### config.mk
export PLATFORM = sky130hd
export DESIGN_NAME = pc_sequencer_flat
export DESIGN_NICKNAME = d
export VERILOG_FILES = /design/src/rtl/pc_sequencer_if.sv /design/src/rtl/pc_sequencer.sv /design/src/flat_wrapper.sv
export SDC_FILE = /design/constraint.sdc
export NUM_CORES = 1
export LEC_CHECK = 0
export ABC_AREA = 1
export CELL_PAD_IN_SITES_DETAIL_PLACEMENT = 2
export CELL_PAD_IN_SITES_GLOBAL_PLACEMENT = 2
export CORE_ASPECT_RATIO = 0.9
export CORE_UTILIZATION = 20
export CTS_BUF_LIST = sky130_fd_sc_hd__clkbuf_2 sky130_fd_sc_hd__clkbuf_4 sky130_fd_sc_hd__clkbuf_8
export CTS_CLUSTER_DIAMETER = 80
export CTS_CLUSTER_SIZE = 10
export DETAILED_ROUTE_END_ITERATION = 7
export GPL_ROUTABILITY_DRIVEN = 0
export HOLD_SLACK_MARGIN = 0.08
export PLACE_DENSITY = 0.78
export SLEW_MARGIN = 20
export SYNTH_ARGS = -nofsm -noshare
export SYNTH_HDL_FRONTEND = slang
export SYNTH_SLANG_ARGS = --single-unit
### constraint.sdc
create_clock -name i_clk -period 1.44 [get_ports i_clk]
set_input_delay 0.216 -clock i_clk [delete_from_list [all_inputs] [get_ports i_clk]]
set_output_delay 0.216 -clock i_clk [all_outputs]
set_load 0.01 [all_outputs]
### src/rtl/pc_sequencer_if.sv
// Handshake and bus bundle between the PC sequencer and its environment.
// PC_WRAP_TRAP_EN adds the sticky pc_wrap status line.
interface pc_sequencer_if #(
    parameter int ADDR_W = 6
);
    logic              start;
    logic              fetch_ack;
    logic              halt_req;
    logic              jump;
    logic              branch_taken;
    logic [ADDR_W-1:0] target;
    logic              stall;
    logic [ADDR_W-1:0] pc;
    logic              fetch_req;
    logic              ir_load;
    logic              exec_en;
    logic              wb_en;
    logic              halted;
    logic [2:0]        state;
`ifdef PC_WRAP_TRAP_EN
    logic              pc_wrap;
`endif

    modport master (
`ifdef PC_WRAP_TRAP_EN
        output pc_wrap,
`endif
        input  start, fetch_ack, halt_req, jump,
        input  branch_taken, target, stall,
        output pc, fetch_req, ir_load, exec_en,
        output wb_en, halted, state
    );

    modport slave (
`ifdef PC_WRAP_TRAP_EN
        input  pc_wrap,
`endif
        output start, fetch_ack, halt_req, jump,
        output branch_taken, target, stall,
        input  pc, fetch_req, ir_load, exec_en,
        input  wb_en, halted, state
    );
endinterface

### src/rtl/pc_sequencer.sv
// Multi-cycle fetch/decode/execute/writeback sequencer owning the PC.
// Define PC_WRAP_TRAP_EN to halt (sticky pc_wrap) on sequential PC overflow.
module pc_sequencer #(
    parameter int ADDR_W   = 6,
    parameter int RESET_PC = 0
) (
    input  logic              i_clk,
    input  logic              i_rst,
    pc_sequencer_if.master    bus
);
    localparam logic [ADDR_W-1:0] LP_RST_PC = ADDR_W'(RESET_PC);

    typedef enum logic [2:0] {
        S_IDLE  = 3'd0,
        S_FETCH = 3'd1,
        S_DEC   = 3'd2,
        S_EXEC  = 3'd3,
        S_WB    = 3'd4,
        S_HALT  = 3'd5
    } state_t;

    state_t            r_state;
    state_t            w_state_nxt;
    logic [ADDR_W-1:0] r_pc;
    logic [ADDR_W-1:0] w_pc_nxt;
`ifdef PC_WRAP_TRAP_EN
    logic              r_wrap;
    logic              w_wrap_nxt;
`endif

    // State, PC and trap flag registers with synchronous reset
    always_ff @(posedge i_clk) begin
        if (i_rst) begin
            r_state <= S_IDLE;
            r_pc    <= LP_RST_PC;
`ifdef PC_WRAP_TRAP_EN
            r_wrap  <= 1'b0;
`endif
        end else begin
            r_state <= w_state_nxt;
            r_pc    <= w_pc_nxt;
`ifdef PC_WRAP_TRAP_EN
            r_wrap  <= w_wrap_nxt;
`endif
        end
    end

    // Next-state and PC update; PC moves only when EXECUTE completes
    always_comb begin
        w_state_nxt = r_state;
        w_pc_nxt    = r_pc;
`ifdef PC_WRAP_TRAP_EN
        w_wrap_nxt  = r_wrap;
`endif
        unique case (r_state)
            S_IDLE: begin
                if (bus.start) w_state_nxt = S_FETCH;
            end
            S_FETCH: begin
                if (bus.fetch_ack) w_state_nxt = S_DEC;
            end
            S_DEC: begin
                w_state_nxt = bus.halt_req ? S_HALT : S_EXEC;
            end
            S_EXEC: begin
                if (!bus.stall) begin
                    if (bus.jump | bus.branch_taken) begin
                        w_pc_nxt    = bus.target;
                        w_state_nxt = S_WB;
                    end
`ifdef PC_WRAP_TRAP_EN
                    else if (&r_pc) begin
                        w_wrap_nxt  = 1'b1;
                        w_state_nxt = S_HALT;
                    end
`endif
                    else begin
                        w_pc_nxt    = r_pc + ADDR_W'(1);
                        w_state_nxt = S_WB;
                    end
                end
            end
            S_WB: begin
                w_state_nxt = S_FETCH;
            end
            S_HALT: begin
                w_state_nxt = S_HALT;
            end
            default: begin
                w_state_nxt = S_IDLE;
            end
        endcase
    end

    assign bus.pc        = r_pc;
    assign bus.state     = r_state;
    assign bus.fetch_req = (r_state == S_FETCH);
    assign bus.ir_load   = (r_state == S_FETCH) & bus.fetch_ack;
    assign bus.exec_en   = (r_state == S_EXEC);
    assign bus.wb_en     = (r_state == S_WB);
    assign bus.halted    = (r_state == S_HALT);
`ifdef PC_WRAP_TRAP_EN
    assign bus.pc_wrap   = r_wrap;
`endif

endmodule
### src/flat_wrapper.sv
// flat-port wrapper written by rule: the top's interface ports become plain ports
module pc_sequencer_flat 
#(
    parameter int ADDR_W   = 6,
    parameter int RESET_PC = 0
)
  (i_clk, i_rst, bus_start, bus_fetch_ack, bus_halt_req, bus_jump, bus_branch_taken, bus_target, bus_stall, bus_pc, bus_fetch_req, bus_ir_load, bus_exec_en, bus_wb_en, bus_halted, bus_state);
  pc_sequencer_if #(.ADDR_W(ADDR_W)) bus_i ();
  input  logic i_clk;
  input  logic i_rst;
  input wire logic [$bits(bus_i.start)-1:0] bus_start;
  input wire logic [$bits(bus_i.fetch_ack)-1:0] bus_fetch_ack;
  input wire logic [$bits(bus_i.halt_req)-1:0] bus_halt_req;
  input wire logic [$bits(bus_i.jump)-1:0] bus_jump;
  input wire logic [$bits(bus_i.branch_taken)-1:0] bus_branch_taken;
  input wire logic [$bits(bus_i.target)-1:0] bus_target;
  input wire logic [$bits(bus_i.stall)-1:0] bus_stall;
  output wire logic [$bits(bus_i.pc)-1:0] bus_pc;
  output wire logic [$bits(bus_i.fetch_req)-1:0] bus_fetch_req;
  output wire logic [$bits(bus_i.ir_load)-1:0] bus_ir_load;
  output wire logic [$bits(bus_i.exec_en)-1:0] bus_exec_en;
  output wire logic [$bits(bus_i.wb_en)-1:0] bus_wb_en;
  output wire logic [$bits(bus_i.halted)-1:0] bus_halted;
  output wire logic [$bits(bus_i.state)-1:0] bus_state;
  assign bus_i.start = bus_start;
  assign bus_i.fetch_ack = bus_fetch_ack;
  assign bus_i.halt_req = bus_halt_req;
  assign bus_i.jump = bus_jump;
  assign bus_i.branch_taken = bus_branch_taken;
  assign bus_i.target = bus_target;
  assign bus_i.stall = bus_stall;
  assign bus_pc = bus_i.pc;
  assign bus_fetch_req = bus_i.fetch_req;
  assign bus_ir_load = bus_i.ir_load;
  assign bus_exec_en = bus_i.exec_en;
  assign bus_wb_en = bus_i.wb_en;
  assign bus_halted = bus_i.halted;
  assign bus_state = bus_i.state;
  pc_sequencer #(.ADDR_W(ADDR_W), .RESET_PC(RESET_PC)) u_core (.i_clk(i_clk), .i_rst(i_rst), .bus(bus_i));
endmodule
==> run summary, run 1 <==
PortBufs: 27
Non-Filler Instances: 177
vias in the first global route: 869
final worst-path cycle share: 97.98%
Pint: 0.0005048 W
row cnt: 18
R2R cell count: 7
fin crit period: 1.411 ns
Die Area: 3233 µm²
top cells by area, synth: dfxtp_1 (30%), nand2_1 (14%), nor2_1 (7.5%), inv_1 (6.9%), nand3_1 (6.7%)
WL final: 2326 µm
delay-heaviest family, CP: buffers and inverters
count leader, synth: nand2_1
endpoints failing hold: 0
antenna cell count: 0
Final ANT Viol Nets: 0
Top FF cell, synth: dfxtp_1
die span in y: 54.04 µm
slew margin rel.: 86.55%
WP data required: 1.22 ns
share of cells above drive strength 1: 27.01%
leading area contributor after synthesis: dfxtp_1
drt pass-1 iters: 3
Post-synth EDFFs: 0
Static Leak: 0.5058 nW
Inserted Clock Buffers: 3
CP Launch Type: flop
DRC: 0
Setup violations, final: 0
# Max-Cap Violations: 0
fin. max-slew vios: 0
M1 GR Usage: 16.69%
post-synthesis sequential area ratio: 29.94%
Synth top area share: 29.94%
Worst Tran Pin Value: 0.1996 ns
fin nets: 153
cell count after placement: 172
worst skew pair latency: 0.28 ns
CTS tree: built
largest net degree at the start of global routing: 11
first-pass GRT wire length: 3815 µm
drt first-iter violations: 16
mapped cell area: 601.8 µm²
status: finished clean
hold path depth: 2
clock transition at the registers of the reported paths: 0.08 ns
R2R Setup Slk: 0.22 ns
Worst path max stage delay: 0.54 ns
met3 Use GR: 3.125%
R2R Path End: u_core.bus.pc[2]
Sequential Power Share: 36.9%
Hold Crit Class: reg2reg
Hold Startpoint: u_core.bus.pc[5]
Final Skew: 0.007563 ns
Mapped Nets: 109
cells after synthesis: 94
Hold EP: u_core.bus.pc[5]
Synthesis Warnings: 0
setup_tns: 0 ns
RR Startpoint: u_core.bus.state[2]
core area: 2793 µm²
nature of the critical path endpoint: output pin
sw frac: 32.30%
RSZ-0062 raised after global routing: no
Data arrival, critical path: 1.19 ns
H-tree levels: 1
Crit Path Class: reg2out
CTS sink cnt: 9
Peak VDD IR: 0.0002316 V
Starting Density: 21.55%
CP bufs+invs: 1
layout overhead on the synthesized area: 75.26%
vias: 776
Pwr Density: 706.8 nW/µm²
Synth Area per Inst: 6.402 µm²
clk root buf: clkbuf_4
Net Sw Power: 0.0002408 W
Synth cell types: 21
Synth top cells by count: nand2_1 (22), nor2_1 (12), inv_1 (11)
Gate power share: 30.9%
ys async rst share: 0%
filler instances: 356
hold_ws: 0.4856 ns
met2 global-route usage: 32.59%
post-DP HPWL: 1879 µm
critical path, cell by cell: clkdlybuf4s50_1
clock network fraction of total power: 32.2%
Tot GR Track Use: 16.44%
global routing's busiest layer: met2
io pins: 28
fmax: 0.7088 GHz
Avg WL per Cell: 13.14 µm
flops & latches, synth: 9
via-per-instance ratio: 4.384
Worst path slowest cell: clkdlybuf4s50_1
Max clock buf depth: 2
Tot Pwr: 0.0007456 W
worst-path fanout max: 5
Die W: 59.82 µm
total grt overflow: 0
initial antenna violation count: 0
Core Util, Final: 37.77%
-- routing by layer --
layer,vias up,part of all wire [%]
li1,387,-
met1,360,41
met2,26,53
met3,3,4.5
met4,0,1.2
met5,-,0
-- power groups by stage --
| stage | logic [W] | registers (W) | clock network (W) |
|---|---|---|---|
| 2_1_floorplan | 0.0000864 | 0.000286 | 0 |
| 3_3_place_gp | 0.000227 | 0.000277 | 0 |
| 3_5_place_dp | 0.000238 | 0.000278 | 0 |
| 4_1_cts | 0.000236 | 0.000276 | 0.000244 |
| 5_1_grt | 0.000256 | 0.000277 | 0.000250 |
| 6_report | 0.000230 | 0.000275 | 0.000240 |
-- worst max-delay path by stage --
stage | startpoint | to | slack (ns) | cells past startpoint
detailed placement | bus_fetch_ack | bus_ir_load | -0.20 | 4
floorplan | u_core.bus.state[1] | u_core.bus.pc[0] | 0.32 | 7
global route | u_core.bus.pc[3] | bus_pc[3] | 0.01 | 1
global placement | bus_fetch_ack | bus_ir_load | -0.14 | 4
finish | u_core.bus.pc[3] | bus_pc[3] | 0.03 | 1
CTS | u_core.bus.pc[1] | bus_pc[1] | 0.0007 | 1
-- layout make-up --
type	count	area [µm²]	area share [%]
timing repair buffer	39	354.1	33.57
sequential	9	191.4	18.15
tap	40	50.05	4.745
multi-input combinational	71	375.4	35.59
clock buffer	4	30.03	2.847
inverter	14	53.80	5.101
-- kinds of logic after synthesis --
group           synth area share [%]
compound gates                 15.80
simple gates                   40.33
buf+inv                        8.939
flops                          29.94
fa+ha+maj                      2.079
xor+xnor                       2.911
-- flip-flops by register name, summed over array words and instances (netlist names) --
| register | cells |
|---|---|
| u_core.bus.pc | 6 |
| u_core.bus.state | 3 |
-- per-stage QoR --
step	setup WS, ns	cell area [µm²]
after floorplan	0.3187	601.8
after global placement	-0.1386	1017
after detailed placement	-0.2004	1017
after CTS	0.0006934	1062
after global routing	0.01002	1055
final	0.02913	1055
-- layout by cell type (no fill, tap or decap), types with 4 or more instances in the layout --
master | netlist | layout
nand2_1 | 22 | 22
clkdlybuf4s50_1 | 0 | 17
nor2_1 | 12 | 11
buf_4 | 0 | 11
inv_1 | 11 | 10
o21ai_0 | 7 | 7
nand3_1 | 8 | 7
a21oi_1 | 6 | 6
dlygate4sd2_1 | 0 | 5
nor2_2 | 3 | 4
clkbuf_4 | 0 | 4
dfxtp_1 | 9 | 4
-- timing repair --
| item | in CTS | in global routing |
|---|---|---|
| buffers inserted | 1 | 0 |
| setup endpoints to repair | 11 | 5 |
| pin swaps | 1 | 0 |
| hold buffers | 0 | 0 |
| resized for setup | 20 | 7 |
Note: power is estimated with default switching activity, not from simulation.
==> run 2: changes to the inputs <==
--- a/config.mk
+++ b/config.mk
@@ -11,7 +11,6 @@
 export CORE_ASPECT_RATIO = 0.9
 export CORE_UTILIZATION = 20
 export CTS_BUF_LIST = sky130_fd_sc_hd__clkbuf_2 sky130_fd_sc_hd__clkbuf_4 sky130_fd_sc_hd__clkbuf_8
-export CTS_CLUSTER_DIAMETER = 80
 export CTS_CLUSTER_SIZE = 10
 export DETAILED_ROUTE_END_ITERATION = 7
 export GPL_ROUTABILITY_DRIVEN = 0
==> results of run 2 <==
Final layout, timing and power as in run 1 (identical DEF).
